### src/rtl/wb_stage.sv
// Writeback stage: retires ALU results and formatted load data into the regfile write port.
// Optional WB_RETIRE_CNT_EN adds a 64-bit retired-op counter output (retire_cnt).
module wb_stage #(
  parameter int DATA_W  = 32,
  parameter int ADDR_W  = 5,
  parameter int TIMEOUT = 16
) (
  input  logic              clk,
  input  logic              rst_n,
  input  logic              in_valid,
  output logic              in_ready,
  input  logic [ADDR_W-1:0] in_rd_addr,
  input  logic              in_wb_en,
  input  logic              in_is_load,
  input  logic [2:0]        in_funct3,
  input  logic [1:0]        in_offset,
  input  logic [DATA_W-1:0] in_result,
  input  logic              dmem_rvalid,
  input  logic [DATA_W-1:0] dmem_rdata,
  output logic [ADDR_W-1:0] rd_addr,
  output logic [DATA_W-1:0] rd_data,
  output logic              write_en,
  output logic              err
`ifdef WB_RETIRE_CNT_EN
  ,
  output logic [63:0]       retire_cnt
`endif
);

  localparam int CNT_W = $clog2(TIMEOUT);

  typedef enum logic {IDLE = 1'b0, WAIT_MEM = 1'b1} state_t;

  state_t              state_r, state_s;
  logic [CNT_W-1:0]    cnt_r, cnt_s;
  logic [ADDR_W-1:0]   ld_addr_r;
  logic                ld_wb_en_r;
  logic [2:0]          ld_funct3_r;
  logic [1:0]          ld_offset_r;
  logic                latch_s;
  logic                wr_s;
  logic                err_s;
  logic                retire_s;
  logic [ADDR_W-1:0]   rd_addr_s;
  logic [DATA_W-1:0]   rd_data_s;
  logic                accept_s;

  function automatic logic load_legal(input logic [2:0] f3, input logic [1:0] off);
    case (f3)
      3'b000, 3'b100: load_legal = 1'b1;
      3'b001, 3'b101: load_legal = (off != 2'd3);
      3'b010:         load_legal = (off == 2'd0);
      default:        load_legal = 1'b0;
    endcase
  endfunction

  // Lane select is a right shift by the byte offset, then extend per load type.
  function automatic logic [DATA_W-1:0] load_format(input logic [2:0] f3, input logic [1:0] off,
                                                    input logic [DATA_W-1:0] w);
    logic [DATA_W-1:0] sh;
    logic [7:0]        b;
    logic [15:0]       h;
    sh = w >> {off, 3'b000};
    b  = sh[7:0];
    h  = sh[15:0];
    case (f3)
      3'b000:  load_format = {{(DATA_W-8){b[7]}}, b};
      3'b001:  load_format = {{(DATA_W-16){h[15]}}, h};
      3'b100:  load_format = {{(DATA_W-8){1'b0}}, b};
      3'b101:  load_format = {{(DATA_W-16){1'b0}}, h};
      default: load_format = w;
    endcase
  endfunction

  assign in_ready = (state_r == IDLE);
  assign accept_s = in_valid && in_ready;

  // Next-state and next-output logic.
  always_comb begin
    state_s   = state_r;
    cnt_s     = cnt_r;
    latch_s   = 1'b0;
    wr_s      = 1'b0;
    err_s     = 1'b0;
    retire_s  = 1'b0;
    rd_addr_s = rd_addr;
    rd_data_s = rd_data;
    case (state_r)
      IDLE: begin
        if (accept_s) begin
          if (!in_is_load) begin
            wr_s      = in_wb_en && (|in_rd_addr);
            rd_addr_s = in_rd_addr;
            rd_data_s = in_result;
            retire_s  = 1'b1;
          end else if (load_legal(in_funct3, in_offset)) begin
            latch_s = 1'b1;
            cnt_s   = '0;
            state_s = WAIT_MEM;
          end else begin
            err_s = 1'b1;
          end
        end else begin
          state_s = IDLE;
        end
      end
      WAIT_MEM: begin
        // A response on the final wait cycle still completes normally.
        if (dmem_rvalid) begin
          wr_s      = ld_wb_en_r && (|ld_addr_r);
          rd_addr_s = ld_addr_r;
          rd_data_s = load_format(ld_funct3_r, ld_offset_r, dmem_rdata);
          retire_s  = 1'b1;
          cnt_s     = '0;
          state_s   = IDLE;
        end else if (cnt_r == CNT_W'(TIMEOUT - 1)) begin
          err_s   = 1'b1;
          cnt_s   = '0;
          state_s = IDLE;
        end else begin
          cnt_s = cnt_r + {{(CNT_W-1){1'b0}}, 1'b1};
        end
      end
      default: begin
        state_s = IDLE;
        cnt_s   = '0;
      end
    endcase
  end

  // State, load context and registered regfile outputs.
  always_ff @(posedge clk) begin
    if (!rst_n) begin
      state_r     <= IDLE;
      cnt_r       <= '0;
      ld_addr_r   <= '0;
      ld_wb_en_r  <= 1'b0;
      ld_funct3_r <= 3'b000;
      ld_offset_r <= 2'b00;
      rd_addr     <= '0;
      rd_data     <= '0;
      write_en    <= 1'b0;
      err         <= 1'b0;
    end else begin
      state_r  <= state_s;
      cnt_r    <= cnt_s;
      rd_addr  <= rd_addr_s;
      rd_data  <= rd_data_s;
      write_en <= wr_s;
      err      <= err_s;
      if (latch_s) begin
        ld_addr_r   <= in_rd_addr;
        ld_wb_en_r  <= in_wb_en;
        ld_funct3_r <= in_funct3;
        ld_offset_r <= in_offset;
      end
    end
  end

`ifdef WB_RETIRE_CNT_EN
  // Retired-op counter; wraps naturally at 2^64.
  always_ff @(posedge clk) begin
    if (!rst_n) begin
      retire_cnt <= 64'd0;
    end else if (retire_s) begin
      retire_cnt <= retire_cnt + 64'd1;
    end
  end
`endif

endmodule

### config.mk
export PLATFORM = sky130hd
export DESIGN_NAME = wb_stage
export DESIGN_NICKNAME = d
export VERILOG_FILES = /design/src/rtl/wb_stage.sv
export SDC_FILE = /design/constraint.sdc
export NUM_CORES = 1
export LEC_CHECK = 0
export CORE_MARGIN = 2
export CORE_UTILIZATION = 47
export DETAILED_ROUTE_END_ITERATION = 8
export HOLD_SLACK_MARGIN = 0.03
export PLACE_DENSITY_LB_ADDON = 0.2
export SYNTH_ARGS = -nofsm -noshare
export SYNTH_HDL_FRONTEND = slang
export SYNTH_SLANG_ARGS = --single-unit
### constraint.sdc
create_clock -name clk -period 5.5 [get_ports clk]
set_input_delay 1.375 -clock clk [delete_from_list [all_inputs] [get_ports clk]]
set_output_delay 1.375 -clock clk [all_outputs]
set_load 0.05 [all_outputs]
==> results of run 1 <==
## cell usage after synthesis, drive strengths merged, types with 3 or more instances
master,number,share of area (%)
a21oi,35,5.8
clkbuf,22,2.7
o211a,6,2.0
o22ai,8,1.7
o221ai,16,4.6
o21ai,22,3.7
nor2,16,2.0
nand3,15,2.5
inv,8,1.0
o211ai,5,1.2
nor3,3,0.50
dfxtp,55,37
buf,9,2.1
nand2,30,3.7
a22oi,6,1.5
a22o,7,2.0
a21boi,3,0.75
or4,3,0.87
o311a,7,2.3
nor2b,14,2.9
and2,3,0.71
mux2i,32,11
## layout make-up
type,instances,share of cell area [%]
timing repair buffer,124,28.7
clock buffer,6,1.70
inverter,9,0.793
sequential,55,25.8
tap,77,2.26
multi-input combinational,260,40.7
## worst max-delay path: stages
cell	delay, ns
clkdlybuf4s50_1	0.47
or3b_1	0.35
buf_4	0.24
nand2_1	0.82
o221ai_1	0.29
a21oi_1	0.18
## cells by family (layout without fill, tap and decap cells)
group                    Yosys count  in the layout
buffers and inverters             40            139
AND/OR/NAND/NOR                   96             96
multiplexers                      33             33
adder cells (fa/ha/maj)            1              1
AO/OA/AOI/OAI                    130            130
flip-flops                        55             55
## report_power, final
group          leakage (uW)  switching (uW)  internal [uW]  total [uW]
clock network     0.0000371             122           85.4         208
registers          0.000451            14.6            422         436
logic               0.00111             160            125         286
## through the flow
step | area, um^2 | utilization [%] | setup slack [ns] | hold slack (ns) | total power, uW
6_report | 4260 | 67.9 | 2.00 | 0.514 | 930
5_1_grt | 4260 | 67.9 | 1.78 | 0.534 | 967
4_1_cts | 4260 | 67.9 | 2.02 | 0.516 | 932
3_5_place_dp | 4190 | 66.7 | 1.70 | 0.490 | 728
3_3_place_gp | 4190 | 66.7 | 1.75 | 0.486 | 725
2_1_floorplan | 3020 | - | 2.31 | 0.482 | 603
## routing by layer
metal	share of wire [%]	wire length, um	up-vias	global-route usage, %
met4	1.5	146	0	6.74
met1	43	4100	1496	36.8
li1	-	-	1540	-
met2	45	4290	188	41.3
met5	0	0	-	0
met3	9.9	938	18	6.43
## placed cells by master, fill, tap and decap left out, types with 5 or more instances in the layout
cell	synthesis	routed
nor2b_1	14	14
a21oi_1	35	35
clkbuf_8	0	5
nand3_1	15	15
buf_4	0	5
o21ai_0	22	22
dfxtp_1	55	55
nor2_1	16	16
nand2_1	30	30
clkdlybuf4s50_1	0	118
a22oi_1	6	6
o211ai_1	5	5
o22ai_1	8	8
o211a_1	6	6
inv_1	8	8
o311a_1	7	7
mux2i_1	32	32
a22o_1	7	7
o221ai_1	16	16
## state kept, by name, indices dropped and copies added (netlist names)
register,flops
cnt_r,4
err,1
ld_addr_r,5
ld_funct3_r,3
ld_offset_r,2
ld_wb_en_r,1
rd_addr,5
rd_data,32
state_r,1
write_en,1
## path summary, 6_finish.rpt
| check | cells after the start | end | startpoint | slack (ns) |
|---|---|---|---|---|
| max | 6 | rd_data[31]$_SDFFE_PN0P_ | in_valid | 2.00 |
| min | 1 | rd_addr[1]$_SDFFE_PN0P_ | rd_addr[1]$_SDFFE_PN0P_ | 0.51 |
| max reg2reg | 6 | rd_data[31]$_SDFFE_PN0P_ | state_r$_SDFF_PN0_ | 2.93 |
| min reg2reg | 1 | rd_addr[1]$_SDFFE_PN0P_ | rd_addr[1]$_SDFFE_PN0P_ | 0.51 |
==> metrics.txt, run 1 <==
Final Net Count=536; via count=around 3200; RePlAce Congestion=around 0.84; Clock Tree Root=clkbuf_8; distinct cell type count after synthesis=50; Primary FF master, synth=dfxtp_1; n_diodes=0; crit path launch type=primary input; Post-synth EDFFs=0; Worst Max-Slew Pin Slew=approximately 1.1 ns; port bufs=119; slew margin rel.=28.4%; synthesized cell area=approximately 3000 um^2; Setup crit end kind=flop; compound-gate portion of the synthesized area=30.0%; Syn Inst Count=roughly 360; synth warn=0; drt drc=0; # placed instances=~530; HPWL after detailed placement=6.62 mm; post-synthesis xor/xnor area fraction=0%; Clock Latency Late Sink=0.30 ns; setup bufs post-CTS=0; Clock Pin Slew Worst Setup and Hold Paths=0.09 ns; H-tree depth=2; Reg area=1100 um^2; die area=7070 um^2; Max Buffers Root-to-Sink=2; fillers=544; largest family of logic cells by synthesized area=compound AO/OA/AOI/OAI gates; layout cells sized above 1=3.30%; RSZ-0062 raised after global routing=no; number of DRC markers in iteration 0=304; vias in the first global route=3059; CP Max Fanout=34; Synth-to-Final Area Change=41.3%; cts bufs inserted=5; clock sink count=55; core area=6280 um^2; worst min-delay path class=flop to flop; final setup fails=0; VDD IR-drop max=123 uV; final hold vios=0; ANT nets after route=0; Total GRT Usage=26.4%; row count=29; Top Ports=120; wire per inst=approximately 18 um; Synth Register Bits=55; Setup CP Type=primary input to flop; Synth async-reset ratio=0%; status=completed; WP data arrival=3.74 ns; Synth Area in Simple Gates=16.1%; initial antenna violation count=0; gr ovfl total=0; CTS tree=yes; DRT Pass-1 Iters=5; Static Leak=~0.0016 uW; hold_buf cts=0; max-cap violation count=0; Synthesized Nets=between 400 and 500; Post-Synth Adder-Cell Area=0.415%; mux contribution to synthesized area=11.0%; Die H=between 80 and 90 um; Avg Vias per Cell=6.11; Critical Path RT=5.73 ns; Horiz. Die Dim=84.1 um; largest net degree at the start of global routing=59; Seq/Total Area, Yosys=36.5%; PD cells=218 nW/um^2; total wire length=roughly 9.5 mm; global-route wire length before repair=15.3 mm; Clock Skew=0.00642 ns; final period utilization=a little under two thirds; post_cts resized=0; achievable frequency=285 MHz; syn_area_per_cell=8.49 um^2; Setup Total Neg Slack=0 ns; Multi-input gate area=between 1500 and 2000 um^2; Initial Util=48.0%; Slew Viols, Final=0; fin crit period=3.50 ns; Finished Layout Cells=roughly 530
Power figures use the tool's default switching activity.
==> run 2: changes to the inputs <==
Settings changed: CORE_UTILIZATION 47 to 44.
Clock period 5.5 ns to 3.4 ns, I/O delays scaled along.
==> run 2 against run 1 <==
Compared with the run above:
- critical path depth shrank 1
- sequential power grew 62%
- clock skew rose by 0.0018 ns
- clock power increased by 120%
- cell count up 1.7%
==> metrics.txt, run 2 (synthesized netlist as in run 1, its figures left out) <==
post_cts resized=0 (unchanged); gr ovfl total=0 (unchanged); via count=3253 (was 3242); number of DRC markers in iteration 0=319 (was 304); port bufs=119 (unchanged); Setup crit end kind=flop (unchanged); die area=7530 um^2 (was 7070 um^2); Horiz. Die Dim=86.8 um (was 84.1 um); final period utilization=79.3%; HP Start=rd_addr[1]$_SDFFE_PN0P_ (unchanged); Clock Pin Slew Worst Setup and Hold Paths=0.10 ns (was 0.09 ns); Finished Cell Area=4340 um^2 (was 4260 um^2); Slew Viols, Final=0 (unchanged); RePlAce Congestion=0.838 (was 0.842); setup bufs post-CTS=0 (unchanged); row count=30 (was 29); PD cells=377 nW/um^2 (was 218 nW/um^2); most common cell after layout, fill and taps aside=clkdlybuf4s50_1 (unchanged); H-tree depth=2 (unchanged); largest net degree at the start of global routing=59 (unchanged); hold endpoint=rd_addr[1]$_SDFFE_PN0P_ (unchanged); Worst Max-Slew Pin Slew=1.05 ns (was 1.07 ns); Setup CP Type=primary input to flop (unchanged); DRT Pass-1 Iters=5 (unchanged); drt drc=0 (unchanged); Critical Path RT=3.60 ns (was 5.73 ns); max-cap violation count=0 (unchanged); cts bufs inserted=5 (unchanged); Total GRT Usage=25.2% (was 26.4%); largest registers=rd_data x32, ld_addr_r x5, rd_addr x5 (unchanged); Avg Vias per Cell=6.02 (was 6.11); slew margin rel.=29.8% (was 28.4%); clock sink count=55 (unchanged); final hold vios=0 (unchanged); Clock Latency Late Sink=0.31 ns (was 0.30 ns); most flop-heavy register=rd_data (unchanged); n_diodes=0 (unchanged); initial antenna violation count=0 (unchanged); core area=6720 um^2 (was 6280 um^2); wire per inst=18.0 um (was 17.8 um); fillers=577 (was 544); WP data arrival=2.90 ns (was 3.74 ns); post-layout power=1640 uW (was 930 uW); CP Max Fanout=16 (was 34); worst min-delay path class=flop to flop (unchanged); Clock Tree Root=clkbuf_8 (unchanged); final setup fails=0 (unchanged); final cell utilization of the core=64.6% (was 67.9%); Top Ports=120 (unchanged); Cell Area, Placed=4220 um^2 (was 4190 um^2); RSZ-0062 raised after global routing=no (unchanged); reg2reg path depth=4 (was 6); Clock Skew=0.00826 ns (was 0.00642 ns); vias in the first global route=3029 (was 3059); max reg flops=32 (unchanged); Initial Util=44.9% (was 48.0%); global-route wire length before repair=15.1 mm (was 15.3 mm); fin crit period=~2.7 ns; capturing point of the worst reg2reg path=rd_data[12]$_SDFFE_PN0P_ (was rd_data[31]$_SDFFE_PN0P_); total wire length=9.72 mm (was 9.47 mm); crit path launch type=primary input (unchanged); HPWL after detailed placement=6.89 mm (was 6.62 mm); CTS tree=yes (unchanged); Static Leak=0.00164 uW (was 0.00159 uW); Final Net Count=540 (was 536); hold path cells=1 (unchanged); most frequent cells in the layout=117 x clkdlybuf4s50_1, 55 x dfxtp_1, 35 x a21oi_1, 32 x mux2i_1, 30 x nand2_1 (was 118 x clkdlybuf4s50_1, 55 x dfxtp_1, 35 x a21oi_1, 32 x mux2i_1, 30 x nand2_1); ANT nets after route=0 (unchanged); achievable frequency=approximately 370 MHz; status=completed (unchanged); flop2flop setup slack=1.13 ns (was 2.93 ns); Max Buffers Root-to-Sink=2 (unchanged); layout cells sized above 1=5.00% (was 3.30%); Die H=86.8 um (was 84.1 um); Synth-to-Final Area Change=44.0% (was 41.3%); hold_buf cts=0 (unchanged); Setup Total Neg Slack=0 ns (unchanged); VDD IR-drop max=242 uV (was 123 uV); r2r startpoint=state_r$_SDFF_PN0_ (unchanged)
run 2: cell type report:
class	count	area, um^2	area share [%]
Clock inverter	2	38.8	0.893
Clock buffer	6	82.6	1.90
Sequential cell	55	1100	25.4
Inverter	9	33.8	0.778
Multi-Input combinational cell	260	1730	39.9
Timing Repair Buffer	128	1250	28.8
Tap cell	80	100	2.31
run 2: worst max path at each step:
stage,from,slack [ns],to,cells after the start
floorplan,in_is_load,0.73,rd_data[10]$_SDFFE_PN0P_,7
global placement,in_valid,0.40,rd_data[11]$_SDFFE_PN0P_,5
detailed placement,in_valid,0.36,rd_data[10]$_SDFFE_PN0P_,5
CTS,in_valid,0.71,rd_data[12]$_SDFFE_PN0P_,5
global route,in_valid,0.69,rd_data[12]$_SDFFE_PN0P_,5
finish,in_valid,0.70,rd_data[12]$_SDFFE_PN0P_,5
run 2: report_power, final:
group          internal [uW]  leakage (uW)  switching, uW  total (uW)
sequential               682      0.000451           25.3         708
combinational            206       0.00112            258         464
clock                    243     0.0000618            224         466
run 2: critical path, cell delays in order:
cell and delay (ns):
clkdlybuf4s50_1 0.48, or3b_1 0.38, and2_4 0.21, or4_4 0.60
o311a_1 0.37
run 2: per-stage QoR:
step	worst slack [ns]	hold WS [ns]	std cells
after floorplan	0.735	0.482	355
after global placement	0.396	0.482	532
after detailed placement	0.364	0.486	532
after CTS	0.710	0.518	540
after global routing	0.686	0.544	540
final	0.702	0.514	540
run 2: routing by layer:
metal | vias to the layer above | share of wire, % | global-route usage [%] | wire (um)
met1 | 1532 | 44 | 34.8 | 4300
met3 | 13 | 8.1 | 5.14 | 783
li1 | 1549 | - | - | -
met5 | - | 0 | 0 | 0
met4 | 0 | 0.85 | 6.11 | 83
met2 | 159 | 47 | 40.2 | 4560
